<file path="config.mk">
export PLATFORM = sky130hd
export DESIGN_NAME = pc_unit
export DESIGN_NICKNAME = d
export VERILOG_FILES = /design/src/rtl/pc_unit.sv
export SDC_FILE = /design/constraint.sdc
export NUM_CORES = 1
export LEC_CHECK = 0
export ABC_AREA = 1
export CORE_ASPECT_RATIO = 1.4
export CORE_MARGIN = 2
export CORE_UTILIZATION = 64
export DETAILED_ROUTE_END_ITERATION = 8
export PLACE_DENSITY = 0.9
export SLEW_MARGIN = 25
export SYNTH_ARGS = -nofsm -noshare
export SYNTH_HDL_FRONTEND = slang
export SYNTH_SLANG_ARGS = --single-unit
</file>
<file path="constraint.sdc">
create_clock -name clk -period 3.95 [get_ports clk]
set_input_delay 0.5925 -clock clk [delete_from_list [all_inputs] [get_ports clk]]
set_output_delay 0.5925 -clock clk [all_outputs]
set_load 0.01 [all_outputs]
</file>
<file path="src/rtl/pc_unit.sv">
// Program counter with increment, relative jump, multi-chunk absolute load
// and call/return through a small internal return-address stack.
module pc_unit #(
  parameter int                ADDR_W      = 16,
  parameter int                BUS_W       = 8,
  parameter int                STACK_DEPTH = 4,
  parameter logic [ADDR_W-1:0] RESET_ADDR  = '0
) (
  input  logic              clk,
  input  logic              rst_n,
  input  logic [BUS_W-1:0]  pc_in,
  input  logic              ld,
  input  logic              call,
  input  logic              ret,
  input  logic              jrel,
  input  logic              inc,
  output logic [ADDR_W-1:0] pc_out,
  output logic              busy,
  output logic              stk_full,
  output logic              stk_empty,
  output logic              stk_err
);

  localparam int NCHUNK = ADDR_W / BUS_W;
  localparam int CNT_W  = $clog2(NCHUNK) + 1;
  localparam int SP_W   = $clog2(STACK_DEPTH + 1);
  localparam int IDX_W  = (STACK_DEPTH > 1) ? $clog2(STACK_DEPTH) : 1;
  localparam logic [CNT_W-1:0] LAST_CHUNK = CNT_W'(NCHUNK - 1);
  localparam logic [SP_W-1:0]  SP_MAX     = SP_W'(STACK_DEPTH);

  typedef enum logic {IDLE, LOAD} state_t;

  state_t              state, state_n;
  logic [ADDR_W-1:0]   pc_n;
  logic [ADDR_W-1:0]   shadow, shadow_n;
  logic [CNT_W-1:0]    cnt, cnt_n;
  logic                call_q, call_n;
  logic [SP_W-1:0]     sp, sp_n;
  logic                err_n;
  logic                push;
  logic                commit, commit_call;
  logic [ADDR_W-1:0]   commit_val;
  logic [ADDR_W-1:0]   offset;
  logic [ADDR_W-1:0]   ret_addr;
  logic [IDX_W-1:0]    top_idx, push_idx;
  logic [ADDR_W-1:0]   stack [STACK_DEPTH];

  assign offset   = ADDR_W'($signed(pc_in));
  assign ret_addr = pc_out + ADDR_W'(1);
  assign top_idx  = IDX_W'(sp - SP_W'(1));
  assign push_idx = IDX_W'(sp);

  always_ff @(posedge clk) begin
    if (!rst_n) begin
      state     <= IDLE;
      pc_out    <= RESET_ADDR;
      shadow    <= '0;
      cnt       <= '0;
      call_q    <= 1'b0;
      sp        <= '0;
      stk_full  <= 1'b0;
      stk_empty <= 1'b1;
      stk_err   <= 1'b0;
    end else begin
      state     <= state_n;
      pc_out    <= pc_n;
      shadow    <= shadow_n;
      cnt       <= cnt_n;
      call_q    <= call_n;
      sp        <= sp_n;
      stk_full  <= (sp_n == SP_MAX);
      stk_empty <= (sp_n == '0);
      stk_err   <= err_n;
    end
  end

  // Stack storage needs no reset; only the pointer defines what is valid.
  always_ff @(posedge clk) begin
    if (rst_n && push) stack[push_idx] <= ret_addr;
  end

  always_comb begin
    state_n = state;
    unique case (state)
      IDLE:    if (ld && (NCHUNK > 1)) state_n = LOAD;
      LOAD:    if (ld && (cnt == LAST_CHUNK)) state_n = IDLE;
      default: state_n = IDLE;
    endcase
  end

  // PC stays untouched throughout LOAD, so pc_out + 1 at commit is the
  // return address of the instruction that started the call.
  always_comb begin
    pc_n        = pc_out;
    shadow_n    = shadow;
    cnt_n       = cnt;
    call_n      = call_q;
    sp_n        = sp;
    err_n       = 1'b0;
    push        = 1'b0;
    commit      = 1'b0;
    commit_call = 1'b0;
    commit_val  = shadow;
    unique case (state)
      IDLE: begin
        if (ld) begin
          if (NCHUNK == 1) begin
            commit      = 1'b1;
            commit_call = call;
            commit_val  = ADDR_W'(pc_in);
          end else begin
            shadow_n = ADDR_W'(pc_in);
            cnt_n    = CNT_W'(1);
            call_n   = call;
          end
        end else if (ret) begin
          if (sp == '0) begin
            err_n = 1'b1;
          end else begin
            pc_n = stack[top_idx];
            sp_n = sp - SP_W'(1);
          end
        end else if (jrel) begin
          pc_n = pc_out + offset;
        end else if (inc) begin
          pc_n = pc_out + ADDR_W'(1);
        end
      end
      LOAD: begin
        if (ld) begin
          for (int i = 0; i < NCHUNK; i++) begin
            if (cnt == CNT_W'(i)) shadow_n[i*BUS_W +: BUS_W] = pc_in;
          end
          if (cnt == LAST_CHUNK) begin
            commit      = 1'b1;
            commit_call = call_q;
            commit_val  = shadow_n;
            cnt_n       = '0;
            call_n      = 1'b0;
          end else begin
            cnt_n = cnt + CNT_W'(1);
          end
        end
      end
      default: ;
    endcase
    // A call into a full stack still jumps; only the push is dropped.
    if (commit) begin
      pc_n = commit_val;
      if (commit_call) begin
        if (sp == SP_MAX) begin
          err_n = 1'b1;
        end else begin
          push = 1'b1;
          sp_n = sp + SP_W'(1);
        end
      end
    end
  end

  always_comb begin
    busy = (state == LOAD);
  end

endmodule

</file>
Word level (Yosys, flattened, before mapping)
Memory sizes are Yosys's and may differ from the RTL's.
Cells that the tools add are included.
{"block": "word_totals", "reg_bits": 42, "ram_bits": 64, "output_inout_bits": 20, "n_memories": 1, "in_bits": 15, "elab_cells": 85}
{"name": "stack", "depth": 4, "width": 16, "read_ports": 1, "rd_clocked_by_memory_dff": 0, "write_ports": 1, "line_no": "46", "rtl": "logic [ADDR_W-1:0] stack [STACK_DEPTH];"}
{"block": "classes", "n_mux": 51, "eq_ne": 9, "n_addsub": 5, "bitwise_logic": 1, "reduce_logical": 9}
{"op": "2-to-1 mux 16 bit", "count": 12}
{"op": "one-hot mux 16 bit (2 select lines)", "count": 1}
{"op": "2-to-1 mux 1 bit", "count": 23}
{"op": "2-to-1 mux 3 bit", "count": 7}
{"op": "adder 16 x 1 -> 16 bit (second input constant)", "count": 1}
{"op": "adder 16 bit", "count": 1}
{"op": "2-to-1 mux 8 bit", "count": 2}
{"op": "== test 3 bit (second input constant)", "count": 2}
{"op": "logical NOT 3 bit", "count": 2}
{"op": "2-to-1 mux 2 bit", "count": 3}
{"op": "!= test 2 x 1 -> 1 bit (second input constant)", "count": 3}
{"op": "!= test 2 bit (second input constant)", "count": 2}
{"op": "one-hot mux 1 bit (2 select lines)", "count": 2}
{"op": "one-hot mux 2 bit (2 select lines)", "count": 1}
{"op": "AND reduction 4 bit", "count": 1}
{"op": "nonzero test 4 bit", "count": 1}
{"op": "adder 3 x 1 -> 3 bit (second input constant)", "count": 1}
{"op": "!= test 3 bit (second input constant)", "count": 1}
{"op": "AND reduction 3 bit", "count": 1}
{"op": "subtractor 3 x 1 -> 3 bit (second input constant)", "count": 1}
{"op": "adder 2 x 1 -> 2 bit (second input constant)", "count": 1}
{"op": "== test 2 x 1 -> 1 bit (second input constant)", "count": 1}
{"op": "logical AND 1 bit", "count": 2}
{"op": "logical NOT 2 bit", "count": 1}
{"op": "other kinds (2)", "count": 2}

Longest topological paths before layout
Gate-level depths: netlist of the first run.
{"block": "logic_depth", "depth_word": 9, "mapped_depth": 14, "mapped_depth_nobuf": 14}

Least setup slack after synthesis of the first run
OpenSTA, ideal clock, no wires.
{"block": "synth_path", "kind": "register to register", "startpoint": "reg sp[0]", "endpoint": "mem stack[1][0], enable pin", "path_buffers": 1, "arrival_time_ns": 1.974, "stages_incl_launch_ff": 7, "required_ns": 3.561, "setup_ns": 0.389, "period_less_slack_ns": 2.363, "slack_ns": 1.587, "path_cell_list": "dfxtp_1 > inv_1 > clkbuf_1 > ha_1 > nand2_1 > nand3_1 > nor2_1"}
{"block": "synth_between", "elab_chain_len": 7}
{"item": "start: declaration", "line_no": "38", "rtl": "logic [SP_W-1:0] sp, sp_n;"}
{"item": "start signal: assignment", "line_no": "70", "rtl": "sp <= sp_n;"}
{"item": "== test 3 bit", "line_no": "151", "rtl": "if (sp == SP_MAX) begin"}
{"item": "2-to-1 mux 1 bit", "line_no": "151"}
{"item": "2-to-1 mux 1 bit", "line_no": "150", "rtl": "if (commit_call) begin"}
{"item": "2-to-1 mux 1 bit", "line_no": "148", "rtl": "if (commit) begin"}
{"item": "logical AND 1 bit", "line_no": "79", "rtl": "if (rst_n && push) stack[push_idx] <= ret_addr;"}
{"item": "2-to-1 mux 1 bit", "line_no": "79"}
{"item": "2-to-1 mux 1 bit (implied by the code)", "line_no": "79"}
{"item": "end: declaration", "line_no": "46"}
Several ways; a longest one is shown, not always the timed one.

Worst setup path after layout of the first run
{"block": "layout_path", "startpoint": "reg sp[0]", "endpoint": "reg pc_out[4]"}
{"block": "layout_between", "elab_chain_len": 7, "elab_cells_between_ends": 10, "cone_classes": "add/sub: 1; eq/ne: 1; mux: 5; reduce/logical: 2; memory: 1"}
{"item": "subtractor 3 x 1 -> 3 bit"}
{"item": "memory (4 x 16 bit)"}
{"item": "2-to-1 mux 16 bit", "line_no": "117", "rtl": "if (sp == '0) begin"}
{"item": "2-to-1 mux 16 bit", "line_no": "116", "rtl": "end else if (ret) begin"}
{"item": "2-to-1 mux 16 bit", "line_no": "106", "rtl": "if (ld) begin"}
{"item": "2-to-1 mux 16 bit", "line_no": "104", "rtl": "unique case (state)"}
{"item": "2-to-1 mux 16 bit", "line_no": "148"}
{"item": "end signal: assignment", "line_no": "66", "rtl": "pc_out <= pc_n;"}
{"item": "end: declaration", "line_no": "17", "rtl": "output logic [ADDR_W-1:0] pc_out,"}
Several ways; a longest one is shown, not always the timed one. The select of a mux whose other input is x is not followed.
A chain may end at the register's enable or synchronous reset.

==> metrics.txt, run 1 <==
status complete, no violations; Switching Fraction 0.282; Seq cells post-synth 98; Layout Utilization 0.752; pins over their slew limit 0; Worst EP required 4230 ps; Synth top area share 0.354; fraction of layout cells with a size suffix above 1 0.0437; Max-Cap Viols 0; Mapped Area about 5400 sq um; Pleak roughly 0.0026 uW; antenna-violating nets left 0; worst vdd ir 278 uV; CP arrival 3100 ps; Crit Path Max Fanout 36; H-tree levels 3; Synth area leader edfxtp_1; Initial Utilization 0.661; met1 wire length 5.22 mm; Worst-path clk slew 70 ps; Synth area leaders edfxtp_1 35%, dfxtp_1 13%, nand2_1 9.9%; met2 routed WL 7.39 mm; r2r worst-path depth 10; Power Dens Cells 405 nW/um^2; Power Internal ~1800 uW; Async SR Flop Fraction 0; # Post-CTS Setup Buffers 0; CTS root buf clkbuf_16; largest family of logic cells by synthesized area simple AND/OR/NAND/NOR gates; Longest Clk Path Bufs 2; sequential share of power 0.471; Die Height 113 um; Top Layer Used met4; combinational share of power 0.187; Final nets 741; Layout fillers 566; first-pass GRT wire length 23.4 mm; multiplexer share of the synthesized area 0.00185; Worst Skew 8.83 ps; R2R Setup Slk 1130 ps; Post-Synth XOR/XNOR Area 0.0275; adder-cell share of the synthesized area 0.0522; Syn-to-layout area delta 13.6%; gr usage total 0.335; initial antenna violation count 0; hpwl dp 10.2 mm; CTS Hold Bufs 0; syn_area_per_cell 8.08 sq um; die area 9230 sq um; Compound-Gate Fraction of Synth Area 0.150; unrepaired setup endpoints after global routing false; drt initial violations about 540; Simple-Gate Fraction of Synth Area 0.217; vias in the first global route around 4700; row count 39; die width between 80 and 90 um; vias per inst 6.13; Warnings, synthesis 0; worst slew pin tran about 770 ps; type of origin of the critical path flip-flop; Worst Hold Class reg -> reg; CTS Sinks 98; register area 2600 sq um; register area share after synthesis 0.480; setup TNS 0 ps; pin count of the biggest net entering global routing 37; reg-to-reg endpoint pc_out[4]; total power draw 2490 uW; CORE AREA around 8200 sq um; most common flop cell mapped by yosys edfxtp_1; Syn Inst Count around 670; Highest Clock Rate between 300 and 400 MHz; PortBufs 34; min-delay src shadow[1]; # resized after CTS 0; Total Wirelength 14.6 mm; via count between 4000 and 5000; worst setup path class reg -> reg; I/O Pins 35; final hold vios 0; Synth cell types 35; met3 WL 1.23 mm; worst r2r src sp[0]; total global routing overflow 0; dpl ws 1120 ps; latest clock arrival within the worst-skew pair ~350 ps; final setup fails 0; EDFF count, synth 64; Setup crit end kind flip-flop; Clock power frac 0.342; DRT Pass-1 Iters 5; Switch Pwr ~700 uW; Syn Nets around 700; period utilization 0.713; # diodes 0; GPL Wtd Cong 1.06; worst min-delay path endpoint shadow[1]; CTS buffer count 9; Tmin final 2820 ps; worst hold path depth 2; max_slew headroom 0.483; Multi-input gate area approximately 2400 sq um; WL/cell 18.0 um; CTS tree built; DRC 0; slack of the critical path 1130 ps
==> cell type report <==
| type | instances | area share |
|---|---|---|
| Timing Repair Buffer | 43 | 0.0662 |
| Clock buffer | 11 | 0.0378 |
| Multi-Input combinational cell | 471 | 0.395 |
| Inverter | 81 | 0.0494 |
| Sequential cell | 98 | 0.422 |
| Tap cell | 102 | 0.0207 |
| Clock inverter | 5 | 0.00894 |
==> layout by cell type, fill, tap and decap left out, drive strengths merged, types with 2 or more instances in the layout <==
cell type      count
a31oi              4
clkdlybuf4s50     34
ha                21
inv               80
nand3             30
clkinv             4
edfxtp            64
o211ai             3
o22ai             16
xor2               7
o21ai             74
clkbuf            11
xnor2             10
nand3b             5
nor3               7
a21oi             51
nand4              4
dfxtp             34
nor2              84
nand2            146
and2               2
buf                9
o221ai             3
==> synth_stat cells, types with 4 or more instances <==
| library cell | instances |
|---|---|
| a21oi_1 | 50 |
| dfxtp_1 | 34 |
| xnor2_1 | 10 |
| buf_2 | 4 |
| nand4_1 | 4 |
| edfxtp_1 | 64 |
| inv_1 | 80 |
| nand3_1 | 30 |
| clkbuf_1 | 16 |
| nor3_1 | 5 |
| nand3b_1 | 5 |
| a31oi_1 | 4 |
| xor2_1 | 7 |
| ha_1 | 21 |
| o22ai_1 | 16 |
| o21ai_0 | 71 |
| nand2_1 | 143 |
| nor2_1 | 81 |
==> how the worst max path moves through the flow <==
stage / from / end / slack (ps) / cells after the start
after floorplan: sp[0] / stack[1][0] / 1590 / 6
after global placement: ret / pc_out[8] / 1120 / 9
after detailed placement: ret / pc_out[8] / 1120 / 9
after CTS: sp[0] / pc_out[4] / 1150 / 10
after global routing: sp[0] / pc_out[5] / 890 / 10
final: sp[0] / pc_out[4] / 1130 / 10
==> layer usage <==
metal  global-route usage  up-vias
li1                     -     2327
met1                0.409     2286
met2                0.554      294
met3               0.0630       68
met4                0.177        0
met5                    0        -
==> critical path, stage by stage (launching register included) <==
cell and delay (ps):
dfxtp_1 310, buf_4 320, inv_1 140, ha_1 560, inv_1 500, o21ai_0 200
o22ai_1 270, nor2_1 90, nor2_1 100, o21ai_0 110, a21oi_1 130
==> metrics by stage <==
step	area, sq um	hold WS [ps]	instances
2_1_floorplan	5420	425	671
3_3_place_gp	5870	447	795
3_5_place_dp	5870	453	795
4_1_cts	6160	464	811
5_1_grt	6160	478	811
6_report	6160	464	811
==> state kept, by name (all words and copies together) (netlist names) <==
register / cells
pc_out: 16
cnt: 2
call_q: 1
stack: 64
stk_err: 1
shadow: 8
stk_full: 1
stk_empty: 1
sp: 3
busy: 1
==> kinds of logic after synthesis <==
family,after synthesis
buffers and inverters,102
multiplexers,1
adder cells (fa/ha/maj),22
AND/OR/NAND/NOR,279
AO/OA/AOI/OAI,152
flip-flops,98
XOR/XNOR,17
==> power groups by stage <==
stage	combinational [uW]	clock [uW]	sequential (uW)
2_1_floorplan	290	0	1190
3_3_place_gp	433	0	1190
3_5_place_dp	449	0	1190
4_1_cts	457	847	1170
5_1_grt	515	886	1180
6_report	467	851	1170
Note: power is estimated with default switching activity, not from simulation.
==> inputs of run 2 (changes only) <==
Settings changed: CORE_UTILIZATION 64 to 54, PLACE_DENSITY 0.9 to 0.82.
Clock period 3.95 ns to 2.55 ns, I/O delays scaled along.
==> run 2 against run 1 <==
Against the previous run:
- flip-flop and latch count stayed put
- total power rose by 55%
- routed wire length fell by 3.5%
- sequential share of layout area down 0.89 points
- clock power grew 57%
- register-to-register slack worse by 700 ps
- die area increased by 18%
- final area up 2.2%
- worst setup slack got worse by 790 ps
- via count decreased by 4.0%
==> metrics.txt, run 2 (same netlist as run 1, synthesis figures left out) <==
CP peak stage delay 460 ps (-100 ps); most common cell after layout, fill and taps aside nand2_1; placed inst area 5990 sq um (+2.1%); # resized after CTS 0 (unchanged); reg-to-reg endpoint pc_out[2]; worst r2r src sp[1]; Initial Utilization 0.551 (-0.111); # Post-CTS Setup Buffers 0 (unchanged); worst slew pin tran 551 ps (-222 ps); Worst-path clk slew 60 ps (about the same); Longest Clk Path Bufs 2 (unchanged); die area 10900 sq um (+18%); via count 4775 (-4.0%); vias in the first global route 4391 (-7.0%); Die Height 123 um (+8.6%); initial antenna violation count 0 (unchanged); Final nets 745 (+0.54%); top flop regs stack: 64 flops, pc_out: 16 flops, shadow: 8 flops; WL/cell 16.6 um (-7.7%); pins over their slew limit 0 (unchanged); total global routing overflow 0 (unchanged); DRT Pass-1 Iters 5 (unchanged); CTS buffer count 9 (unchanged); pin count of the biggest net entering global routing 36 (-2.7%); R2R Setup Slk 430 ps (-700 ps); first-pass GRT wire length 21.8 mm (-6.6%); final setup fails 0 (unchanged); fin area 6290 sq um (+2.2%); max_slew headroom 0.632 (+0.149); Max-Cap Viols 0 (unchanged); latest clock arrival within the worst-skew pair 350 ps (about the same); drt initial violations 326 (-39%); worst setup path class in -> reg; # diodes 0 (unchanged); Multi-input gate area 2430 sq um (unchanged); fraction of layout cells with a size suffix above 1 0.0519 (+0.00817); register area 2600 sq um (unchanged); row count 43 (+10%); CORE AREA 9850 sq um (+20%); Worst Skew 10.2 ps (+1.42 ps); H-tree levels 3 (unchanged); PortBufs 34 (unchanged); Total Wirelength 14.1 mm (-3.5%); Setup crit end kind flip-flop; Pleak 0.00263 uW (+1.6%); gr usage total 0.268 (-0.0669); r2r worst-path depth 7 (-3); critical-path cell list clkdlybuf4s50_1 -> ha_1 -> fa_1 -> nand2_1 -> nand3_1 -> and2_1 -> nand3_1 -> nand3_1 -> nand2_1 -> nand3_1 -> nand2_1 -> nand2_1 -> a21oi_1; max reg flops 64 (unchanged); worst hold path depth 2 (unchanged); unrepaired setup endpoints after global routing false; CP arrival 2480 ps (-620 ps); type of origin of the critical path input port; Syn-to-layout area delta 16.1%; vias per inst 5.63 (-8.2%); Slowest cell on crit path clkdlybuf4s50_1; GPL Wtd Cong 0.956 (-10%); DRC 0 (unchanged); Worst EP required 2820 ps (-1410 ps); antenna-violating nets left 0 (unchanged); Highest Clock Rate 453 MHz; Worst Hold Class reg -> reg; hpwl dp 10.3 mm (+0.50%); Biggest register stack; I/O Pins 35 (unchanged); die width 88.7 um (+8.4%); Tmin final about 2200 ps; most frequent cells in the layout 143 x nand2_1, 81 x nor2_1, 80 x inv_1, 71 x o21ai_0, 64 x edfxtp_1; CTS root buf clkbuf_16; worst vdd ir 379 uV (+37%); setup TNS 0 ps (unchanged); final hold vios 0 (unchanged); Power Dens Cells 615 nW/um^2 (+52%); min-delay src shadow[1]; worst min-delay path endpoint shadow[1]; Crit Path Max Fanout 3 (-92%); Layout fillers 823 (+45%); status complete, no violations; CTS tree built; CTS Sinks 98 (unchanged); CTS Hold Bufs 0 (unchanged); period utilization 0.865
[run 2: power by group]
group | internal, uW | switching (uW) | leakage (uW)
Clock | 755 | 586 | 0.000149
Sequential | 1750 | 64.4 | 0.000863
Combinational | 269 | 449 | 0.00162
Total | 2770 | 1100 | 0.00263
[run 2: final cells by class]
cell class,instances,area share
tap,135,0.0268
clock buffer,12,0.0425
clock inverter,4,0.00497
multi-input combinational,471,0.386
timing repair buffer,47,0.0775
sequential,98,0.414
inverter,81,0.0483
[run 2: worst max-delay path by stage]
stage,end,from,cells after the start,slack (ps)
2_1_floorplan,stack[1][0],sp[0],6,190
6_report,pc_out[12],pc_in[0],13,340
5_1_grt,pc_out[15],pc_in[7],14,120
3_5_place_dp,pc_out[12],pc_in[0],13,4
3_3_place_gp,pc_out[12],pc_in[0],13,80
4_1_cts,pc_out[12],pc_in[0],13,360
[run 2: critical path, delay by kind of cell]
kind	cells	cell delay, ps
adder cells (fa/ha/maj)	2	660
buffers and inverters	1	460
AO/OA/AOI/OAI	1	130
AND/OR/NAND/NOR	9	840
[run 2: metrics by stage]
step	util	power [uW]	setup slack (ps)	std cells	hold WS (ps)
2_1_floorplan	-	2290	187	671	425
3_3_place_gp	0.609	2530	82.7	832	445
3_5_place_dp	0.609	2550	4.01	832	459
4_1_cts	0.639	3870	355	848	480
5_1_grt	0.639	4020	118	848	497
6_report	0.639	3870	344	848	481
[run 2: layer usage]
metal | vias to the layer above | global-route usage | wire length, um
met2 | 167 | 0.451 | 7180
li1 | 2319 | - | -
met4 | 0 | 0.127 | 490
met1 | 2257 | 0.338 | 5700
met3 | 32 | 0.0363 | 699
met5 | - | 0 | 0
==> inputs of run 3 (changes only) <==
Settings changed: CORE_MARGIN 2 to default.
==> run 3 against run 2 <==
Against the previous run:
- fmax is 0.22% higher
- final area fell by 0.18%
- flip-flop and latch count unchanged
- combinational power barely moved
- utilization up 1.4 points
- clock power decreased by 4%
- register-to-register slack got worse by 30 ps
- global-route usage is 2.9 points higher
- critical path type unchanged
- largest power group unchanged
- routed wire length grew 2.3%
- total power decreased by 1.5%
- critical path depth is the same
- die area decreased by 3.9%
==> metrics.txt, run 3 (same netlist as run 1, synthesis figures left out) <==
Pleak 0.00263 uW (-0.18%); # resized after CTS 0 (unchanged); pin count of the biggest net entering global routing 36 (unchanged); hpwl dp 10.4 mm (+0.97%); slack of the critical path 349 ps (+4.74 ps); R2R Setup Slk 400 ps (-30 ps); Crit path max-delay family simple AND/OR/NAND/NOR gates; CP arrival 2480 ps (about the same); die area 10500 sq um (-3.9%); Biggest register stack; Worst EP required 2820 ps (about the same); drt initial violations 393 (+21%); PortBufs 34 (unchanged); sequential share of power 0.475 (+0.007); die width 86.7 um (-2.3%); combinational share of power 0.188 (+0.003); # Post-CTS Setup Buffers 0 (unchanged); met1 wire length 5.83 mm (+2.4%); DRT Pass-1 Iters 5 (unchanged); initial antenna violation count 0 (unchanged); WL/cell 17.0 um (+2.5%); max_slew headroom 0.625 (-0.00699); final setup fails 0 (unchanged); Final Non-Filler Cells 847 (-0.12%); Switching Fraction 0.295 (+0.0116); Layout Utilization 0.653 (+0.0140); Longest Clk Path Bufs 2 (unchanged); Syn-to-layout area delta 15.9%; Highest Clock Rate 454 MHz (+0.22%); via count 4821 (+0.96%); H-tree levels 3 (unchanged); CORE AREA 9620 sq um (-2.3%); first-pass GRT wire length 23.2 mm (+6.2%); GPL Wtd Cong 0.959 (+0.27%); pins over their slew limit 0 (unchanged); Power Dens Cells 607 nW/um^2 (-1.4%); most common cell after layout, fill and taps aside nand2_1; top flop regs stack: 64 flops, pc_out: 16 flops, shadow: 8 flops; Crit Path Max Fanout 3 (unchanged); worst slew pin tran 558 ps (+7.35 ps); # diodes 0 (unchanged); fraction of layout cells with a size suffix above 1 0.0545 (+0.00265); antenna-violating nets left 0 (unchanged); met3 WL 875 um (+25%); Buf/Inv on CP 1 (unchanged); CTS root buf clkbuf_16; Cells after DPL 831 (-0.12%); Final nets 747 (+0.27%); worst setup path class in -> reg; latest clock arrival within the worst-skew pair 350 ps (about the same); Max-Cap Viols 0 (unchanged); Total Wirelength 14.4 mm (+2.3%); Setup crit end kind flip-flop; CTS Sinks 98 (unchanged); CTS Hold Bufs 0 (unchanged); I/O Pins 35 (unchanged); type of origin of the critical path input port; Initial Utilization 0.564 (+0.0131); Worst Skew 9.61 ps (-0.631 ps); total global routing overflow 0 (unchanged); Worst Hold Class reg -> reg; status complete, no violations; critical-path cell list clkdlybuf4s50_1 -> ha_1 -> fa_1 -> nand2_1 -> nand3_1 -> and2_1 -> nand3_1 -> nand3_1 -> nand2_1 -> nand3_1 -> nand2_1 -> nand2_1 -> a21oi_1; max reg flops 64 (unchanged); DRC 0 (unchanged); met2 routed WL 7.12 mm (-0.84%); vias per inst 5.69 (+1.1%); Slowest cell on crit path clkdlybuf4s50_1; Die Height 121 um (-1.6%); worst vdd ir 432 uV (+14%); CTS buffer count 9 (unchanged); final hold vios 0 (unchanged); Power Internal 2690 uW (-3.1%); dpl ws -3.56 ps (-7.58 ps); unrepaired setup endpoints after global routing false; CTS tree built; row count 42 (-2.3%); most frequent cells in the layout 143 x nand2_1, 81 x nor2_1, 80 x inv_1, 71 x o21ai_0, 64 x edfxtp_1; Switch Pwr 1130 uW (+2.5%); Worst-path clk slew 70 ps (about the same); gr usage total 0.297 (+0.0286); Tmin final 2200 ps (-4.74 ps); Clock power frac 0.337 (-0.009); Top Layer Used met4; period utilization 0.863 (-0.00186); vias in the first global route 4603 (+4.8%); CP peak stage delay 450 ps (about the same)
==> run 3: cell count changes in the layout (fill, tap and decap cells not counted) <==
cell,change
clkinv_1,+1
clkbuf_8,-1
clkinvlp_4,+1
clkbuf_1,-1
inv_6,+1
buf_4,+2
clkbuf_16,-1
==> run 3: final timing paths <==
check             from    endpoint  depth (start not counted)
min          shadow[1]   shadow[1]                          2
max reg2reg      sp[1]   pc_out[3]                          9
min reg2reg  shadow[1]   shadow[1]                          2
max           pc_in[0]  pc_out[12]                         13
==> run 3: tightest hold or removal path, cell delays in order, from the launching register on <==
cell	delay (ps)
dfxtp_1	300
inv_1	60
a21oi_1	60
==> run 3: power by group through the flow <==
| stage | clock [uW] | sequential (uW) | combinational [uW] |
|---|---|---|---|
| 6_report | 1290 | 1810 | 715 |
| 4_1_cts | 1280 | 1810 | 707 |
| 2_1_floorplan | 0 | 1840 | 449 |
| 3_3_place_gp | 0 | 1840 | 684 |
| 5_1_grt | 1350 | 1820 | 799 |
| 3_5_place_dp | 0 | 1840 | 701 |
==> run 3: per-layer routing <==
layer	GRT usage	vias to the layer above
met5	0	-
met4	0.147	0
met3	0.0505	35
met2	0.494	195
met1	0.371	2269
li1	-	2322
==> run 3: area by class of cell <==
type | instances | area, sq um
Fill cell | 792 | 3330
Sequential cell | 98 | 2600
Multi-Input combinational cell | 471 | 2430
Timing Repair Buffer | 49 | 503
Inverter | 81 | 304
Clock buffer | 9 | 225
Tap cell | 132 | 165
Clock inverter | 7 | 51.3
==> run 3: through the flow <==
stage               TNS [ps]  area (sq um)  power, uW  hold slack, ps
global route               0          6280       3970             498
finish                     0          6280       3810             466
global placement           0          6010       2530             445
floorplan                  0          5420       2290             425
detailed placement     -3.56          6010       2550             459
CTS                        0          6280       3790             468
